===== config.mk =====
export PLATFORM = sky130hd
export DESIGN_NAME = delay_param_sequencer
export DESIGN_NICKNAME = d
export VERILOG_FILES = /design/src/rtl/delay_param_sequencer.sv
export SDC_FILE = /design/constraint.sdc
export NUM_CORES = 1
export LEC_CHECK = 0
export ABC_AREA = 1
export CAP_MARGIN = 20
export CORE_ASPECT_RATIO = 1.5
export CORE_MARGIN = 4
export CORE_UTILIZATION = 57
export CTS_BUF_LIST = sky130_fd_sc_hd__clkbuf_4 sky130_fd_sc_hd__clkbuf_8
export DETAILED_ROUTE_END_ITERATION = 10
export PLACE_DENSITY = 0.81
export SYNTH_ARGS = -nofsm -noshare
export SYNTH_HDL_FRONTEND = slang
export SYNTH_SLANG_ARGS = --single-unit

===== constraint.sdc =====
create_clock -name clk -period 7.65 [get_ports clk]
set_input_delay 1.53 -clock clk [delete_from_list [all_inputs] [get_ports clk]]
set_output_delay 1.53 -clock clk [all_outputs]
set_load 0.01 [all_outputs]

===== src/rtl/delay_param_sequencer.sv =====
`default_nettype none
// ============================================================================
// Module   : delay_param_sequencer
// Purpose  : Click-free sequencer for the delay stage configuration inputs.
// Revision : 1.0 - initial release
// ============================================================================
module delay_param_sequencer #(
  parameter int DELAY_WIDTH = 16,
  parameter int MAX_DELAY   = 16384,
  parameter int RESET_DELAY = 4800,
  parameter int RAMP_STEP   = 4,
  parameter int MUTE_HOLD   = 64
) (
  input  logic                   clk,
  input  logic                   reset,
  input  logic                   cfg_valid,
  output logic                   cfg_ready,
  input  logic                   cfg_enable,
  input  logic [DELAY_WIDTH-1:0] cfg_delay_length,
  input  logic [7:0]             cfg_feedback,
  input  logic [7:0]             cfg_wet,
  input  logic                   sample_tick,
  input  logic                   sample_last,
  output logic                   delay_enable,
  output logic [DELAY_WIDTH-1:0] delay_length,
  output logic [7:0]             feedback_level,
  output logic [7:0]             wet_level,
  output logic                   busy
);

  localparam int                     c_HOLD_W    = $clog2(MUTE_HOLD + 1);
  localparam logic [DELAY_WIDTH-1:0] c_MAX_LEN   = DELAY_WIDTH'(MAX_DELAY);
  localparam logic [DELAY_WIDTH-1:0] c_MIN_LEN   = DELAY_WIDTH'(1);
  localparam logic [DELAY_WIDTH-1:0] c_RESET_LEN = DELAY_WIDTH'(RESET_DELAY);
  localparam logic [8:0]             c_STEP      = 9'(RAMP_STEP);
  localparam logic [c_HOLD_W-1:0]    c_HOLD_LOAD = c_HOLD_W'(MUTE_HOLD);
  localparam logic [c_HOLD_W-1:0]    c_HOLD_ONE  = c_HOLD_W'(1);

  typedef enum logic [2:0] {
    S_IDLE     = 3'd0,
    S_FADE_OUT = 3'd1,
    S_SWITCH   = 3'd2,
    S_HOLD     = 3'd3,
    S_GLIDE    = 3'd4
  } state_t;

  state_t                 r_state;
  logic                   r_tgt_en;
  logic [DELAY_WIDTH-1:0] r_tgt_len;
  logic [7:0]             r_tgt_fb;
  logic [7:0]             r_tgt_wet;
  logic [c_HOLD_W-1:0]    r_hold_cnt;

  logic                   w_frame_tick;
  logic                   w_accept;
  logic [DELAY_WIDTH-1:0] w_cfg_len;
  logic                   w_needs_fade;
  logic                   w_levels_zero;
  logic                   w_levels_at_tgt;

  // Reduce toward zero by at most one step, never below zero.
  function automatic logic [7:0] fade_step(input logic [7:0] cur);
    logic [8:0] v;
    v = {1'b0, cur};
    if (v <= c_STEP) v = 9'd0;
    else             v = v - c_STEP;
    return v[7:0];
  endfunction

  // Move toward the target by at most one step, snapping when within reach.
  function automatic logic [7:0] glide_step(input logic [7:0] cur, input logic [7:0] tgt);
    logic [8:0] c;
    logic [8:0] t;
    logic [8:0] d;
    c = {1'b0, cur};
    t = {1'b0, tgt};
    if (c < t) begin
      d = t - c;
      if (d <= c_STEP) c = t;
      else             c = c + c_STEP;
    end else begin
      d = c - t;
      if (d <= c_STEP) c = t;
      else             c = c - c_STEP;
    end
    return c[7:0];
  endfunction

  assign w_frame_tick    = sample_tick && sample_last;
  assign cfg_ready       = (r_state == S_IDLE) && !reset;
  assign w_accept        = cfg_valid && cfg_ready;
  assign busy            = (r_state != S_IDLE);
  assign w_levels_zero   = (wet_level == 8'd0) && (feedback_level == 8'd0);
  assign w_levels_at_tgt = (wet_level == r_tgt_wet) && (feedback_level == r_tgt_fb);

  always_comb begin
    w_cfg_len = cfg_delay_length;
    if (cfg_delay_length == '0) begin
      w_cfg_len = c_MIN_LEN;
    end else if (cfg_delay_length > c_MAX_LEN) begin
      w_cfg_len = c_MAX_LEN;
    end
  end

  // Any change to enable, or a new length while running, must pass through silence.
  assign w_needs_fade = (cfg_enable != delay_enable) ||
                        (cfg_enable && (w_cfg_len != delay_length));

  always_ff @(posedge clk or posedge reset) begin
    if (reset) begin
      r_state        <= S_IDLE;
      r_tgt_en       <= 1'b0;
      r_tgt_len      <= '0;
      r_tgt_fb       <= 8'd0;
      r_tgt_wet      <= 8'd0;
      r_hold_cnt     <= '0;
      delay_enable   <= 1'b0;
      delay_length   <= c_RESET_LEN;
      feedback_level <= 8'd0;
      wet_level      <= 8'd0;
    end else begin
      case (r_state)
        S_IDLE: begin
          if (w_accept) begin
            r_tgt_en  <= cfg_enable;
            r_tgt_len <= w_cfg_len;
            r_tgt_fb  <= cfg_feedback;
            r_tgt_wet <= cfg_wet;
            if (w_needs_fade)    r_state <= S_FADE_OUT;
            else if (cfg_enable) r_state <= S_GLIDE;
            else                 r_state <= S_SWITCH;
          end
        end

        S_FADE_OUT: begin
          if (w_levels_zero) begin
            r_state <= S_SWITCH;
          end else if (w_frame_tick) begin
            wet_level      <= fade_step(wet_level);
            feedback_level <= fade_step(feedback_level);
          end
        end

        S_SWITCH: begin
          if (w_frame_tick) begin
            delay_length <= r_tgt_len;
            delay_enable <= r_tgt_en;
            if (r_tgt_en) begin
              r_hold_cnt <= c_HOLD_LOAD;
              r_state    <= S_HOLD;
            end else begin
              r_tgt_fb  <= 8'd0;
              r_tgt_wet <= 8'd0;
              r_state   <= S_IDLE;
            end
          end
        end

        S_HOLD: begin
          if (w_frame_tick) begin
            r_hold_cnt <= r_hold_cnt - c_HOLD_ONE;
            if (r_hold_cnt == c_HOLD_ONE) r_state <= S_GLIDE;
          end
        end

        S_GLIDE: begin
          if (w_levels_at_tgt) begin
            r_state <= S_IDLE;
          end else if (w_frame_tick) begin
            wet_level      <= glide_step(wet_level, r_tgt_wet);
            feedback_level <= glide_step(feedback_level, r_tgt_fb);
          end
        end

        default: r_state <= S_IDLE;
      endcase
    end
  end

endmodule
`default_nettype wire


---- Word-level counts from Yosys, hierarchy flattened ----
Cells that the tools add are included.
word-level totals
  register bits ........................... 76
  latch bits .............................. 0
  RAM bits ................................ 0
  memory bits (read-only) ................. 0
  input bits .............................. 38
  output and inout port bits .............. 35
  memories kept ........................... 0
operators by class
  add/sub/neg operators ................... 9
  multipliers ............................. 0
  div/mod/pow operators ................... 0
  magnitude comparators ................... 9
  equality and inequality tests ........... 21
  shifts and indexed selects .............. 0
  mux-type cells .......................... 40
  bitwise gates (word level) .............. 0
  reductions and logical operators ........ 22
operators by type and width
  operator              number
  $mux 8                20
  $pmux 8 s2            4
  $le 9x3->1 const B    4
  $sub 8x8->9           4
  $mux 16               2
  $mux 3                8
  $ne 2x2->1 const B    12
  $mux 7                3
  $add 8x3->8 const B   2
  $eq 8x8->1            2
  $gt 16x15->1 const B  1
  $le 8x3->1 const B    2
  $logic_not 16->1      1
  $logic_not 8->1       2
  $lt 8x8->1            2
  $ne 16x16->1          1
  $sub 8x3->8 const B   2
  $pmux 3 s5            1
  $pmux 7 s2            1
  $reduce_and 4->1      2
  $eq 7x1->1 const B    1
  $sub 7x1->7 const B   1
  $eq 3x2->1 const B    2
  $logic_and 1x1->1     6
  12 further kinds      15

---- Longest topological paths before layout ----
  word-level depth ........................ 9
  gate-level depth with buffers ........... 20
  depth with buffers taken out ............ 19

---- Worst setup path before layout ----
No wires, ideal clock.
  kind .................................... input-to-output
  from .................................... input port reset
  to ...................................... output port cfg_ready
  arrival ................................. 1.729 ns
  data required time ...................... 6.120 ns
  setup slack ............................. 4.391 ns
  cell stages on the path ................. 1
  cells stage by stage .................... nor2_1
on the way
  cells in the longest elaborated chain, start to end .. 2
ends and longest elaborated chain
  item                              RTL line  text
  from (decl)                       15        input logic reset,
  $logic_not 1->1 (no source line)  n/a
  $logic_and 1x1->1                 90        assign cfg_ready = (r_state == S_IDLE) && !reset;
  to (decl)                         17        output logic cfg_ready,
Every way passes these cells.

---- Worst setup path in the final report ----
Same ends and word-level chain as after synthesis.

==> results.ini <==
[floorplanning]
coreArea_um2 = 10250
fp.dieArea_um2 = 12400
rows = 45
fp.dieW_um = 92.28
start_util = 0.5927
ios = 73
die_h_um = 134.4

[global_route]
grt_overflow = 0
grt_pass1_vias = 5489
track_usage = 0.2439
grt_pass1_wl_um = 24680
grt_max_degree = 77
antenna_found_initial = 0

[place]
io_buffers = 72
pre_cts_slack_ps = 3443
gp_congestion = 0.9202
dpl.hpwl_um = 11260

[timing]
tns_ps = 0
rsz0062_at_grt = false
skew_ps = 19.69
setup_viol = 0
setup_ws_ps = 3447
fmax_ghz = 0.2379
finalMaxSlewViolations = 0
max_slew.worst_pin.slew_ps = 998.6
slew_headroom = 0.3335
fin_crit_sh = 0.5495
finalCriticalPeriod_ps = 4203
hold_viol = 0

[finish]
drive_gt1_frac = 0.09139
syn_to_final_growth_pct = 17.02
nNetsFinal = 1017
n_antenna_cell = 0
fillers = 902

[synthesis]
synth_top_cell_by_area = dfrtp_1
syn_area_um2 = 6073
synth_top_area_frac = 0.2967
yosys-top-cells-area = dfrtp_1 30%, nand2_1 16%, ha_1 8.9%
avgSynthCellArea_um2 = 6.989
yosysWarnings = 0
ys_ff_latch = 76
ys_seq_area_frac = 0.3140
synth_cell_types = 47
synth_cells = 869
synth_nets = 950

[drt]
vias_per_cell = 5.274
top_layer = met4
drtPass1Iterations = 5
drtAntennaViolNets = 0
dr.first_iter.drc_count = 318
wl_per_cell_um = 13.61
num_vias = 5707
met1_length_um = 6308
wl_um = 14720
drc = 0
wl_met2_um = 7343
route.met3.wl_um = 726

[clocking]
post_cts_buffers = 0
cts_resized = 0
ctsHoldBuffers = 0
cts_root_buf = clkbuf_8
tritoncts = built
numClockSinks = 76
htree_levels = 3
clock_latency_ps = 370
cts_max_path_buffers = 2
path_clk_slew_ps = 100
numCtsBuffers = 9

[worst_setup_path]
cp-end-kind = output pin
required_ps = 6120
critPathArrivalTime_ps = 2670
critPathSlowestCell = clkdlybuf4s50_1
cp_cell_sequence = clkdlybuf4s50_1, nor2_1, clkdlybuf4s50_1
cpMostUsedCell = clkdlybuf4s50_1
worstSetupStartpointType = input port
crit_path_max_incr_delay_ps = 560
path_class = input port to output pin
worstPathMaxFanout = 2

[run_status]
status = complete, no violations

[job]
maxCapViolations = 0

[power_and_ir_drop]
irDropWorstVdd_mv = 0.2145
p_per_area_nw_per_um2 = 430.4
cellLeakagePower_nw = 3.499

[min_path]
hold_path.class = register to register

-- synthesized netlist by cell type (all sizes together) --
cell,instances
o2111ai,1
buf,9
nand2,270
nor4,1
xnor2,7
xor2,16
nor3,6
nand4,14
clkinv,2
nor2,72
a21boi,8
o22ai,1
o211ai,1
a21o,1
a21oi,39
a31o,1
ha,43
a211oi,3
nor3b,4
o21a,2
o21bai,5
or2,3
inv,112
clkbuf,10
nand3,101
nand3b,4
o21ai,57
dfstp,4
dfrtp,72
-- sequential cells by signal, summed over array words and instances (netlist names) --
| register | count |
|---|---|
| delay_enable | 1 |
| wet_level | 8 |
| r_tgt_wet | 8 |
| r_tgt_len | 16 |
| r_state | 3 |
| r_tgt_fb | 8 |
| feedback_level | 8 |
| delay_length | 16 |
| r_hold_cnt | 7 |
| r_tgt_en | 1 |
-- through the flow --
step / util / instances / instance area [µm²] / total power [mW] / hold slack (ps)
floorplan: - / 869 / 6073 / 2.232 / 433.8
global placement: 0.6748 / 1066 / 6915 / 2.707 / 448.0
detailed placement: 0.6748 / 1066 / 6915 / 2.740 / 461.9
CTS: 0.6935 / 1082 / 7107 / 3.058 / 486.2
global route: 0.6935 / 1082 / 7107 / 3.353 / 513.1
finish: 0.6935 / 1082 / 7107 / 3.059 / 468.8
-- final cells by class --
class / count / area [µm²] / share of cell area
Sequential cell: 76 / 1907 / 0.2683
Inverter: 114 / 429.2 / 0.06039
Timing Repair Buffer: 75 / 743.2 / 0.1046
Clock buffer: 10 / 137.6 / 0.01937
Clock inverter: 6 / 53.80 / 0.007570
Multi-Input combinational cell: 660 / 3660 / 0.5150
Tap cell: 141 / 176.4 / 0.02482
-- critical path, delay by kind of cell --
| family | cells | cell delay [ps] |
|---|---|---|
| and+or+nand+nor | 1 | 150 |
| buffers and inverters | 2 | 1000 |
-- metal layers --
| layer | vias to the layer above | global-route usage |
|---|---|---|
| li1 | 2929 | - |
| met1 | 2602 | 0.3006 |
| met2 | 148 | 0.4329 |
| met3 | 28 | 0.03648 |
| met4 | 0 | 0.08264 |
| met5 | - | 0 |
-- layout by cell type (no fill, tap or decap), types with 3 or more instances in the layout --
master           instances
nor2_1                  61
nor3b_1                  3
dfstp_2                  4
nor2_4                   5
nor3_1                   5
nand3_1                 98
clkdlybuf4s50_1         72
o21ai_1                 12
a21oi_2                  5
nand2_4                  8
a211oi_1                 3
clkbuf_8                10
nand3b_1                 3
inv_1                  103
ha_1                    43
nand2_2                 11
buf_4                    3
a21oi_1                 33
nand3_2                  3
xnor2_1                  6
nor2_2                   5
inv_6                    3
o21ai_0                 45
inv_2                    8
a21boi_1                 7
xor2_1                  16
dfrtp_1                 72
nand4_1                 14
nand2_1                251
o21bai_2                 3
-- path summary, 6_finish.rpt --
path	startpoint	endpoint	slack [ps]	cells after the start
max in group asynchronous	reset	r_tgt_wet[3]$_DFFE_PP0P_	5220	3
min in group asynchronous	reset	r_tgt_len[5]$_DFFE_PP0P_	1820	3
setup reg to reg	feedback_level[5]$_DFFE_PP0P_	wet_level[0]$_DFFE_PP0P_	4690	12
hold reg to reg	r_tgt_len[1]$_DFFE_PP0P_	delay_length[1]$_DFFE_PP0P_	470	2
hold / removal	r_tgt_len[1]$_DFFE_PP0P_	delay_length[1]$_DFFE_PP0P_	470	2
setup / recovery	reset	cfg_ready	3450	3
-- where the power goes --
part | internal, mW | switching, mW
clock | 0.133 | 0.175
combinational | 0.761 | 1.27
sequential | 0.568 | 0.152
total | 1.46 | 1.60
-- kinds of logic (layout without fill, tap and decap cells) --
kind of cell             Yosys count  in the layout  synth area share
XOR/XNOR                          23             23           0.03440
buffers and inverters            133            205           0.08447
adder cells (fa/ha/maj)           43             43           0.08859
flip-flops                        76             76            0.3140
AO/OA/AOI/OAI                    119            119            0.1185
AND/OR/NAND/NOR                  475            475            0.3601
(Power assumes the default switching activity.)
